$ cat src/rtl/lookahead_output_arbiter.sv
// lookahead_output_arbiter: round-robin wormhole switch allocator with downstream credit tracking for one output port
// Ports: clk; rst (async, active-low); req_i/head_i/tail_i per input; credit_in (one slot freed downstream);
//        grant_o (one-hot transfer), valid_o (|grant_o), busy_o (locked to a packet), credits_o, overflow_o (sticky).
module lookahead_output_arbiter #(
    parameter int NumInputs = 5,
    parameter int Credits = 4,
    localparam int CntWidth = $clog2(Credits + 1)
) (
    input  logic                 clk,
    input  logic                 rst,
    input  logic [NumInputs-1:0] req_i,
    input  logic [NumInputs-1:0] head_i,
    input  logic [NumInputs-1:0] tail_i,
    input  logic                 credit_in,
    output logic [NumInputs-1:0] grant_o,
    output logic                 valid_o,
    output logic                 busy_o,
    output logic [CntWidth-1:0]  credits_o,
    output logic                 overflow_o
);
    localparam int PtrW = NumInputs > 1 ? $clog2(NumInputs) : 1;
    localparam logic [0:0] IDLE = 1'b0;
    localparam logic [0:0] LOCKED = 1'b1;
    logic [0:0] state;
    logic [PtrW-1:0] rr_ptr, owner, win, idx;
    logic [CntWidth-1:0] cnt;
    logic [NumInputs-1:0] cand;
    logic found;
    // While locked only the owner is a candidate, so the search below returns owner.
    always_comb begin
        cand = '0;
        if (state == LOCKED) cand[owner] = req_i[owner];
        else cand = req_i & head_i;
        found = 1'b0;
        win = '0;
        idx = '0;
        for (int k = 0; k < NumInputs; k++) begin
            idx = PtrW'((int'(rr_ptr) + k) % NumInputs);
            if (!found && cand[idx]) begin
                found = 1'b1;
                win = idx;
            end
        end
        grant_o = '0;
        grant_o[win] = rst && found && cnt != '0;
    end
    assign valid_o = |grant_o;
    assign busy_o = rst && state == LOCKED;
    assign credits_o = cnt;
    always_ff @(posedge clk or negedge rst) begin
        if (!rst) begin
            state <= IDLE;
            cnt <= CntWidth'(Credits);
            rr_ptr <= '0;
            owner <= '0;
            overflow_o <= 1'b0;
        end else begin
            if (valid_o) begin
                if (tail_i[win]) begin
                    state <= IDLE;
                    rr_ptr <= win == PtrW'(NumInputs - 1) ? '0 : win + PtrW'(1);
                end else if (state == IDLE) begin
                    state <= LOCKED;
                    owner <= win;
                end
            end
            if (valid_o && !credit_in) cnt <= cnt - CntWidth'(1);
            else if (!valid_o && credit_in) begin
                if (cnt == CntWidth'(Credits)) overflow_o <= 1'b1;
                else cnt <= cnt + CntWidth'(1);
            end
        end
    end
endmodule

$ cat config.mk
export PLATFORM = sky130hd
export DESIGN_NAME = lookahead_output_arbiter
export DESIGN_NICKNAME = d
export VERILOG_FILES = /design/src/rtl/lookahead_output_arbiter.sv
export SDC_FILE = /design/constraint.sdc
export NUM_CORES = 1
export LEC_CHECK = 0
export BUFFER_PORTS_ARGS = -buffer_cell sky130_fd_sc_hd__buf_2
export CORE_UTILIZATION = 50
export DETAILED_ROUTE_END_ITERATION = 10
export HOLD_SLACK_MARGIN = 0.05
export PLACE_DENSITY = 0.75
export SLEW_MARGIN = 15
export SYNTH_ARGS = -nofsm -noshare
export SYNTH_HDL_FRONTEND = slang
export SYNTH_SLANG_ARGS = --single-unit
$ cat constraint.sdc
create_clock -name clk -period 9.35 [get_ports clk]
set_input_delay 1.87 -clock clk [delete_from_list [all_inputs] [get_ports clk]]
set_output_delay 1.87 -clock clk [all_outputs]
set_load 0.05 [all_outputs]
==> results of run 1 <==
## synth_stat cells, drive strengths merged (5+ instances only)
cell type,n
a211oi,10
a21o,5
a21oi,20
clkbuf,5
dfrtp,10
ha,25
inv,28
mux2,5
mux2i,8
nand2,26
nand3,11
nor2,26
nor2b,8
nor3,13
o211ai,6
o21a,8
o21ai,23
o31ai,5
xnor2,7
## final cells by class
| type | count | area share (%) |
|---|---|---|
| multi-input combinational | 286 | 76.1 |
| sequential | 11 | 10.0 |
| timing repair buffer | 29 | 5.35 |
| inverter | 28 | 3.81 |
| tap | 67 | 3.04 |
| clock buffer | 3 | 1.50 |
| clock inverter | 1 | 0.181 |
## worst min path at each step
stage / start / endpoint / slack (ns) / depth (start not counted)
after floorplan: owner[1] / owner[1] / 0.55 / 1
after global placement: overflow_o / overflow_o / 0.45 / 1
after detailed placement: overflow_o / overflow_o / 0.46 / 1
after CTS: overflow_o / overflow_o / 0.47 / 1
after global routing: overflow_o / overflow_o / 0.48 / 1
final: overflow_o / overflow_o / 0.47 / 1
## logic make-up (layout without fill, tap and decap cells)
| kind of cell | count (synthesis) | count (layout) | synth area share (%) |
|---|---|---|---|
| AOI/OAI and AO/OA | 118 | 118 | 34.8 |
| buffers and inverters | 37 | 61 | 6.31 |
| DFF | 11 | 11 | 10.9 |
| xor gates and xnor gates | 9 | 9 | 3.11 |
| adders and majority gates | 26 | 26 | 13.1 |
| and+or+nand+nor | 119 | 119 | 25.2 |
| muxes | 14 | 14 | 6.56 |
## state kept, by name, indices dropped and copies added (netlist names)
name        count
credits_o       3
owner           3
rr_ptr          3
overflow_o      1
state           1
## stage by stage
| step | area, sq um | instances | hold slack [ns] |
|---|---|---|---|
| after floorplan | 2540 | 334 | 0.545 |
| after global placement | 2710 | 421 | 0.449 |
| after detailed placement | 2710 | 421 | 0.460 |
| after CTS | 2760 | 425 | 0.472 |
| after global routing | 2760 | 425 | 0.478 |
| final | 2760 | 425 | 0.468 |
## placed cells by master, fill, tap and decap left out, types with 3 or more instances in the layout
master / n
nor2_1: 26
or2_2: 4
o211ai_1: 6
mux2_2: 3
inv_1: 26
o31ai_1: 4
xnor2_1: 7
nor4bb_1: 3
buf_2: 28
a21oi_1: 18
a311oi_1: 3
ha_1: 25
nand3_1: 11
o21ai_0: 20
mux2i_1: 8
a31o_2: 3
a211oi_1: 10
a21o_1: 5
o21bai_1: 3
nor4b_1: 3
o21a_1: 7
clkbuf_8: 3
nand2_1: 26
nor2b_1: 8
dfrtp_1: 10
and2_1: 3
nor3_1: 12
nand2b_1: 4
## critical path, delay by kind of cell (launching register included)
kind	cells	cell delay, ns
AO/OA/AOI/OAI	5	1.11
multiplexers	1	0.54
adder cells (fa/ha/maj)	4	1.27
AND/OR/NAND/NOR	7	1.56
buffers and inverters	6	0.91
flip-flops	1	0.46
## routing by layer
layer,part of all wire [%],vias to the layer above,routed length (um)
met3,3.8,12,246
met2,48,74,3170
li1,-,1311,-
met5,0,-,0
met1,46,1210,2980
met4,2.2,0,144
==> impl_metrics.env, run 1 <==
export IMPL_vias=2607
export IMPL_use_met2_pct=42.3
export IMPL_grt_pass1_vias=2232
export IMPL_grt_max_degree=25
export IMPL_end_kind="output pin"
export IMPL_cp_endpoint="grant_o[1]"
export IMPL_required_ns=7.48
export IMPL_drtAntennaViolNets=0
export IMPL_holdBufCountCts=0
export IMPL_clk_insertion_delay_late_ns=0.25
export IMPL_timing_rr_end="rr_ptr[0]"
export IMPL_grt_util_all_layers_pct=25.3
export IMPL_slowest_delay_ns=0.54
export IMPL_cp_arrival_ns=6.12
export IMPL_rows=25
export IMPL_crit_chain="inv_2, ha_1, inv_1, ha_1, inv_1, ha_1, nor3_1, nor3_1, nor2_1, inv_1, ha_1, and2b_2, o21ai_0, o41a_1, mux4_2, o21a_2, a21o_1, or4_4, o221a_4, inv_1, nand2_1, nor3_1, buf_2"
export IMPL_cts_root_buf="clkbuf_8"
export IMPL_setup_viol=0
export IMPL_use_met3_pct=2.62
export IMPL_maxSlewHeadroom_pct=46.8
export IMPL_worstSetupPathType="register to output pin"
export IMPL_core_area_sq_um=4820
export IMPL_clockBufferDepth=2
export IMPL_cp_max_fo=12
export IMPL_r2r_slack_ns=2.99
export IMPL_register_area_sq_um=277
export IMPL_min_path_type="register to register"
export IMPL_dr_pass1_iters=5
export IMPL_hold_viol_final=0
export IMPL_synth_cell_type_count=81
export IMPL_syn_avg_cell_area_sq_um=7.60
export IMPL_fmax_mhz=125
export IMPL_status="finished, final reports clean"
export IMPL_synth_net_count=378
export IMPL_hpwlAfterDp_um=5140
export IMPL_fin_ws_ns=1.36
export IMPL_grtUsageMet1_pct=33.2
export IMPL_worst_slew_pin_transition_ns=0.790
export IMPL_cts_tree="built"
export IMPL_final_util_pct=57.3
export IMPL_num_antenna_cells=0
export IMPL_drive_gt1_share_pct=18.7
export IMPL_antenna_found_initial=0
export IMPL_synth_area_top_cells="ha_1 12%, dfrtp_1 9.9%, o21ai_0 3.9%, inv_1 3.8%, nand2_1 3.8%"
export IMPL_async_flop_share_pct=100
export IMPL_gp_congestion=0.892
export IMPL_io_buffer_count=28
export IMPL_chipWidth_um=73.2
export IMPL_rsz0062_at_grt="no"
export IMPL_post_place_ws_ns=1.74
export IMPL_netlist_area_sq_um=2540
export IMPL_cts_buffers_inserted=3
export IMPL_drv_slew=0
export IMPL_wl_um=6550
export IMPL_setup_tns_ns=0
export IMPL_routed_wire_length_per_instance_um=15.4
export IMPL_multi_input_area_sq_um=2100
export IMPL_cts_resized=0
export IMPL_worstReg2RegStart="rr_ptr[1]"
export IMPL_cap_violations=0
export IMPL_skew_ns=0.00921
export IMPL_min_period_ns=7.99
export IMPL_grt_pass1_wl_um=10600
export IMPL_area_delta_synth_final_pct=8.78
export IMPL_period_share_pct=85.4
export IMPL_synth_edf_count=0
export IMPL_cts_htree_levels=1
export IMPL_fillers=458
export IMPL_synthCells=334
export IMPL_synth_top_area_share_pct=12.3
export IMPL_synth_top_area_cell="ha_1"
export IMPL_drtIter0Drc=200
export IMPL_start_kind="register"
export IMPL_initial_core_util_pct=52.7
export IMPL_drc=0
export IMPL_ys_warnings_count=0
export IMPL_synth_flop_cell="dfrtp_1"
export IMPL_grt_busiest_layer="met2"
export IMPL_io_pins=29
export IMPL_ys_ff_latch=11
export IMPL_die_area_sq_um=5360
export IMPL_clk_pin_slew_worst_paths_ns=0.06
export IMPL_dieHeight_um=73.2
export IMPL_nets=403
export IMPL_grt_ovfl_total=0
export IMPL_critPathLaunch="rr_ptr[1]"
export IMPL_post_cts_buffers=0
export IMPL_crit_slowest_cell="mux4_2"
export IMPL_rr_worst_depth=22
export IMPL_vias_per_cell=6.13
export IMPL_cts_sinks=11
export IMPL_yosysSeqAreaShare_pct=10.9
Power of run 1 is not shown: default switching activity piles up to over one toggle a cycle in this logic, so the estimate is an artifact.
==> inputs of run 2 (changes only) <==
CORE_ASPECT_RATIO = 0.9   (was not set)
PLACE_DENSITY = 0.78   (was 0.75)
clock period = 6.9 ns   (was 9.35 ns; I/O delays follow)
==> run 2 against run 1 <==
  * Final cell count up 1.9%
  * Non-clock buffer count up 10
  * Critical path type unchanged
  * Core utilization up 2.2 points
  * Critical path depth unchanged
  * Global-route usage up 3.1 points
  * Worst hold slack better by 0.038 ns
  * Via count up 5.6%
  * Register-to-register slack worse by 1.6 ns
  * Critical endpoint unchanged
==> impl_metrics.env, run 2 (synthesized netlist as in run 1, its figures left out) <==
export IMPL_io_pins=29
export IMPL_clk_insertion_delay_late_ns=0.26
export IMPL_holdBufCountCts=0
export IMPL_min_period_ns=6.63
export IMPL_drtAntennaViolNets=0
export IMPL_die_area_sq_um=5360
export IMPL_worst_slew_pin_transition_ns=0.770
export IMPL_routed_wire_length_per_instance_um=16.9
export IMPL_area_delta_synth_final_pct=14.0
export IMPL_cap_violations=0
export IMPL_hold_viol_final=0
export IMPL_clockBufferDepth=2
export IMPL_hp_start="overflow_o"
export IMPL_num_antenna_cells=0
export IMPL_status="finished, final reports clean"
export IMPL_r2r_slack_ns=1.36
export IMPL_antenna_found_initial=0
export IMPL_setup_tns_ns=0
export IMPL_finalNonFillerCells=433
export IMPL_grt_pass1_vias=2711
export IMPL_chipWidth_um=77.1
export IMPL_fmax_mhz=151
export IMPL_nets=413
export IMPL_cts_tree="built"
export IMPL_cp_max_fo=7
export IMPL_cts_root_buf="clkbuf_8"
export IMPL_initial_core_util_pct=52.2
export IMPL_drc=0
export IMPL_crit_chain="inv_2, ha_1, inv_1, ha_1, inv_2, ha_4, nor3_2, o21a_1, nor2_2, inv_1, ha_1, and2b_2, o21ai_0, o41a_1, mux4_2, o21a_2, a21o_1, or4_4, o221a_4, inv_2, nand2_1, nor3_2, buf_6"
export IMPL_cts_sinks=11
export IMPL_critPathLaunch="rr_ptr[1]"
export IMPL_cts_buffers_inserted=3
export IMPL_critPathBufInv=6
export IMPL_timing_rr_end="credits_o[2]"
export IMPL_cts_htree_levels=1
export IMPL_end_kind="output pin"
export IMPL_grt_max_degree=25
export IMPL_grt_pass1_wl_um=12400
export IMPL_hpwlAfterDp_um=5600
export IMPL_slowest_delay_ns=0.52
export IMPL_dieHeight_um=69.6
export IMPL_drive_gt1_share_pct=24.5
export IMPL_rr_worst_depth=23
export IMPL_grt_util_all_layers_pct=28.4
export IMPL_final_cell_mix="26 x nand2_1, 26 x buf_2, 24 x inv_1, 24 x ha_1, 23 x nor2_1"
export IMPL_grt_ovfl_total=0
export IMPL_setup_viol=0
export IMPL_required_ns=5.52
export IMPL_dp_cells=427
export IMPL_min_path_type="register to register"
export IMPL_core_area_sq_um=4860
export IMPL_drtIter0Drc=289
export IMPL_worstSetupPathType="register to output pin"
export IMPL_wl_um=7340
export IMPL_rows=24
export IMPL_vias_per_cell=6.36
export IMPL_io_buffer_count=28
export IMPL_period_share_pct=96.0
export IMPL_clk_pin_slew_worst_paths_ns=0.06
export IMPL_cp_arrival_ns=5.25
export IMPL_min_path_cells=1
export IMPL_drv_slew=0
export IMPL_dr_pass1_iters=7
export IMPL_start_kind="register"
export IMPL_hold_path_end="overflow_o"
export IMPL_cp_top_family="compound AO/OA/AOI/OAI gates"
export IMPL_worstReg2RegStart="rr_ptr[0]"
export IMPL_gp_congestion=0.956
export IMPL_maxSlewHeadroom_pct=48.0
export IMPL_vias=2754
export IMPL_skew_ns=0.0117
export IMPL_crit_slowest_cell="mux4_2"
==> run 2: changes by cell type in the layout (fill, tap and decap cells not counted), moves of 2 or more <==
cell	before	now
buf_4	1	12
nor2_2	0	3
inv_1	26	24
nor3_1	12	8
buf_2	28	26
inv_2	2	4
nor3_2	1	5
nor2_1	26	23
==> run 2: worst max-delay path by stage <==
stage,to,depth (start not counted),slack [ns]
CTS,grant_o[0],23,0.01
global placement,grant_o[1],23,0.39
floorplan,grant_o[1],24,-0.17
finish,grant_o[1],23,0.27
detailed placement,grant_o[1],23,0.09
global route,grant_o[3],18,-0.01
==> run 2: final cells by class <==
cell class,instances,area (sq um)
multi-input cells,286,2150
inverters,28,105
clock buffers,3,41.3
fillers,467,1970
clock inverters,1,5.00
flip-flops and latches,11,278
well taps,65,81.3
repair buffers,39,231
==> run 2: timing repair <==
item	CTS	global route
pin swaps	0	0
setup endpoints to repair	4	5
resized for setup	3	12
buffers inserted	2	0
==> run 2: through the flow <==
step,cell area [sq um],hold slack (ns),util [%],setup slack (ns)
after global routing,2890,0.511,59.5,-0.0123
after CTS,2860,0.510,58.7,0.0140
after global placement,2780,0.445,57.2,0.389
final,2890,0.505,59.5,0.275
after floorplan,2550,0.545,-,-0.165
after detailed placement,2780,0.497,57.2,0.0941
==> run 2: metal layers <==
layer / vias up / wire (um) / GRT usage [%]
li1: 1331 / - / -
met1: 1299 / 3170 / 35.2
met2: 103 / 3640 / 49.1
met3: 21 / 374 / 4.47
met4: 0 / 157 / 10.9
met5: - / 0 / 0
Power of run 2 is left out for the same reason.
==> inputs of run 3 (changes only) <==
PLACE_DENSITY = 0.75   (was 0.78)
clock period = 6.2 ns   (was 6.9 ns; I/O delays follow)
==> run 3 against run 2 <==
  * Sequential share of layout area shrank 0.73 points
  * Count of clock-buffer cells in the layout is the same
  * Sequential cell count is the same
  * First-iteration DRC count grew 26%
  * Register-to-register slack lost 0.48 ns
  * Wire length shrank 1.3%
  * Final cell count grew 3.9%
  * Core utilization grew 5.2 points
  * Largest cell class unchanged
==> impl_metrics.env, run 3 (synthesized netlist as in run 1, its figures left out) <==
export IMPL_min_period_ns=6.05
export IMPL_setup_viol=0
export IMPL_gp_congestion=0.916
export IMPL_grt_util_all_layers_pct=26.4
export IMPL_drtAntennaViolNets=0
export IMPL_fmax_mhz=165
export IMPL_min_path_cells=1
export IMPL_rows=24
export IMPL_cpMostUsedCell="ha_4"
export IMPL_dr_pass1_iters=5
export IMPL_skew_ns=0.00201
export IMPL_clk_pin_slew_worst_paths_ns=0.06
export IMPL_fillers=426
export IMPL_crit_slowest_cell="mux4_2"
export IMPL_core_area_sq_um=4860
export IMPL_r2r_slack_ns=0.88
export IMPL_vias=2814
export IMPL_start_kind="register"
export IMPL_fin_ws_ns=0.153
export IMPL_hp_start="overflow_o"
export IMPL_cp_arrival_ns=4.81
export IMPL_worstReg2RegStart="rr_ptr[0]"
export IMPL_worstSetupPathType="register to output pin"
export IMPL_cts_root_buf="clkbuf_8"
export IMPL_drtIter0Drc=363
export IMPL_hold_viol_final=0
export IMPL_vias_per_cell=6.25
export IMPL_num_antenna_cells=0
export IMPL_cts_htree_levels=1
export IMPL_cts_buffers_inserted=3
export IMPL_hold_path_end="overflow_o"
export IMPL_wl_um=7240
export IMPL_status="finished, final reports clean"
export IMPL_dieHeight_um=69.6
export IMPL_io_buffer_count=28
export IMPL_routed_wire_length_per_instance_um=16.1
export IMPL_timing_rr_end="rr_ptr[0]"
export IMPL_grt_max_degree=25
export IMPL_post_place_ws_ns=-0.00831
export IMPL_chipWidth_um=77.1
export IMPL_drc=0
export IMPL_crit_chain="inv_8, ha_4, inv_2, ha_4, inv_4, ha_4, nor3_4, nor3_4, nor2_2, inv_2, ha_2, and2b_2, o21ai_0, o41a_1, mux4_2, o21a_4, a21o_1, or4_4, o221a_4, clkinv_4, nand2_4, nor2_4, clkbuf_4"
export IMPL_grt_ovfl_total=0
export IMPL_grt_pass1_wl_um=11600
export IMPL_die_area_sq_um=5360
export IMPL_end_kind="output pin"
export IMPL_maxSlewHeadroom_pct=46.0
export IMPL_hpwlAfterDp_um=5490
export IMPL_required_ns=4.96
export IMPL_area_delta_synth_final_pct=24.0
export IMPL_min_path_type="register to register"
export IMPL_worst_slew_pin_transition_ns=0.801
export IMPL_holdBufCountCts=0
export IMPL_slowest_delay_ns=0.53
export IMPL_cts_tree="built"
export IMPL_nets=430
export IMPL_clockBufferDepth=2
export IMPL_clk_insertion_delay_late_ns=0.25
export IMPL_grt_pass1_vias=2484
export IMPL_antenna_found_initial=0
export IMPL_io_pins=29
export IMPL_rr_worst_depth=23
export IMPL_drive_gt1_share_pct=30.6
export IMPL_cp_max_fo=5
export IMPL_cts_sinks=11
export IMPL_period_share_pct=97.5
export IMPL_cap_violations=0
export IMPL_final_cell_mix="26 x buf_2, 26 x buf_4, 25 x nand2_1"
export IMPL_drv_slew=0
export IMPL_initial_core_util_pct=52.2
-- run 3: cell types whose count changed in the layout (fill, tap and decap cells not counted), sizes merged --
cell    previous run  this run
buf               39        55
clkbuf             3         4
inv               28        27
clkinv             1         2
-- run 3: area by class of cell --
cell class	instances	area, sq um	area share [%]
clock inverters	1	5.00	0.159
multi-input cells	286	2240	71.3
flip-flops and latches	11	279	8.87
repair buffers	56	375	11.9
inverters	28	120	3.82
well taps	65	81.3	2.59
clock buffers	3	41.3	1.31
-- run 3: worst max path at each step --
| stage | startpoint | to | depth (start not counted) |
|---|---|---|---|
| global placement | rr_ptr[0] | grant_o[1] | 23 |
| detailed placement | rr_ptr[0] | grant_o[4] | 22 |
| CTS | rr_ptr[0] | grant_o[1] | 23 |
| global route | rr_ptr[0] | grant_o[3] | 19 |
| floorplan | rr_ptr[0] | grant_o[1] | 24 |
| finish | rr_ptr[0] | grant_o[0] | 23 |
-- run 3: critical path, delay by kind of cell, from the launching register on --
kind | cells | cell delay [ns]
compound gates | 5 | 1.02
fa+ha+maj | 4 | 0.77
buf+inv | 6 | 0.53
flops | 1 | 0.44
mux | 1 | 0.53
simple gates | 7 | 1.25
-- run 3: stage by stage --
step                std cells  hold WS (ns)  area [sq um]  TNS (ns)  util, %
finish                    450         0.467          3150         0     64.7
global route              450         0.500          3150    -0.124     64.7
CTS                       440         0.466          3020         0     62.1
detailed placement        434         0.454          2950   -0.0101     60.6
global placement          434         0.449          2950         0     60.6
floorplan                 334         0.545          2660         0        -
-- run 3: what timing repair did --
item | 4_1_cts | 5_1_grt
setup endpoints to repair | 4 | 5
setup buffers | 2 | 10
gates resized for setup | 4 | 12
pin swaps | 2 | 7
-- run 3: metal layers --
| metal | global-route usage [%] | wire, um |
|---|---|---|
| met2 | 44.3 | 3420 |
| met3 | 4.47 | 550 |
| met4 | 5.24 | 125 |
| met5 | 0 | 0 |
| met1 | 35.7 | 3140 |
Power of run 3 is left out for the same reason.
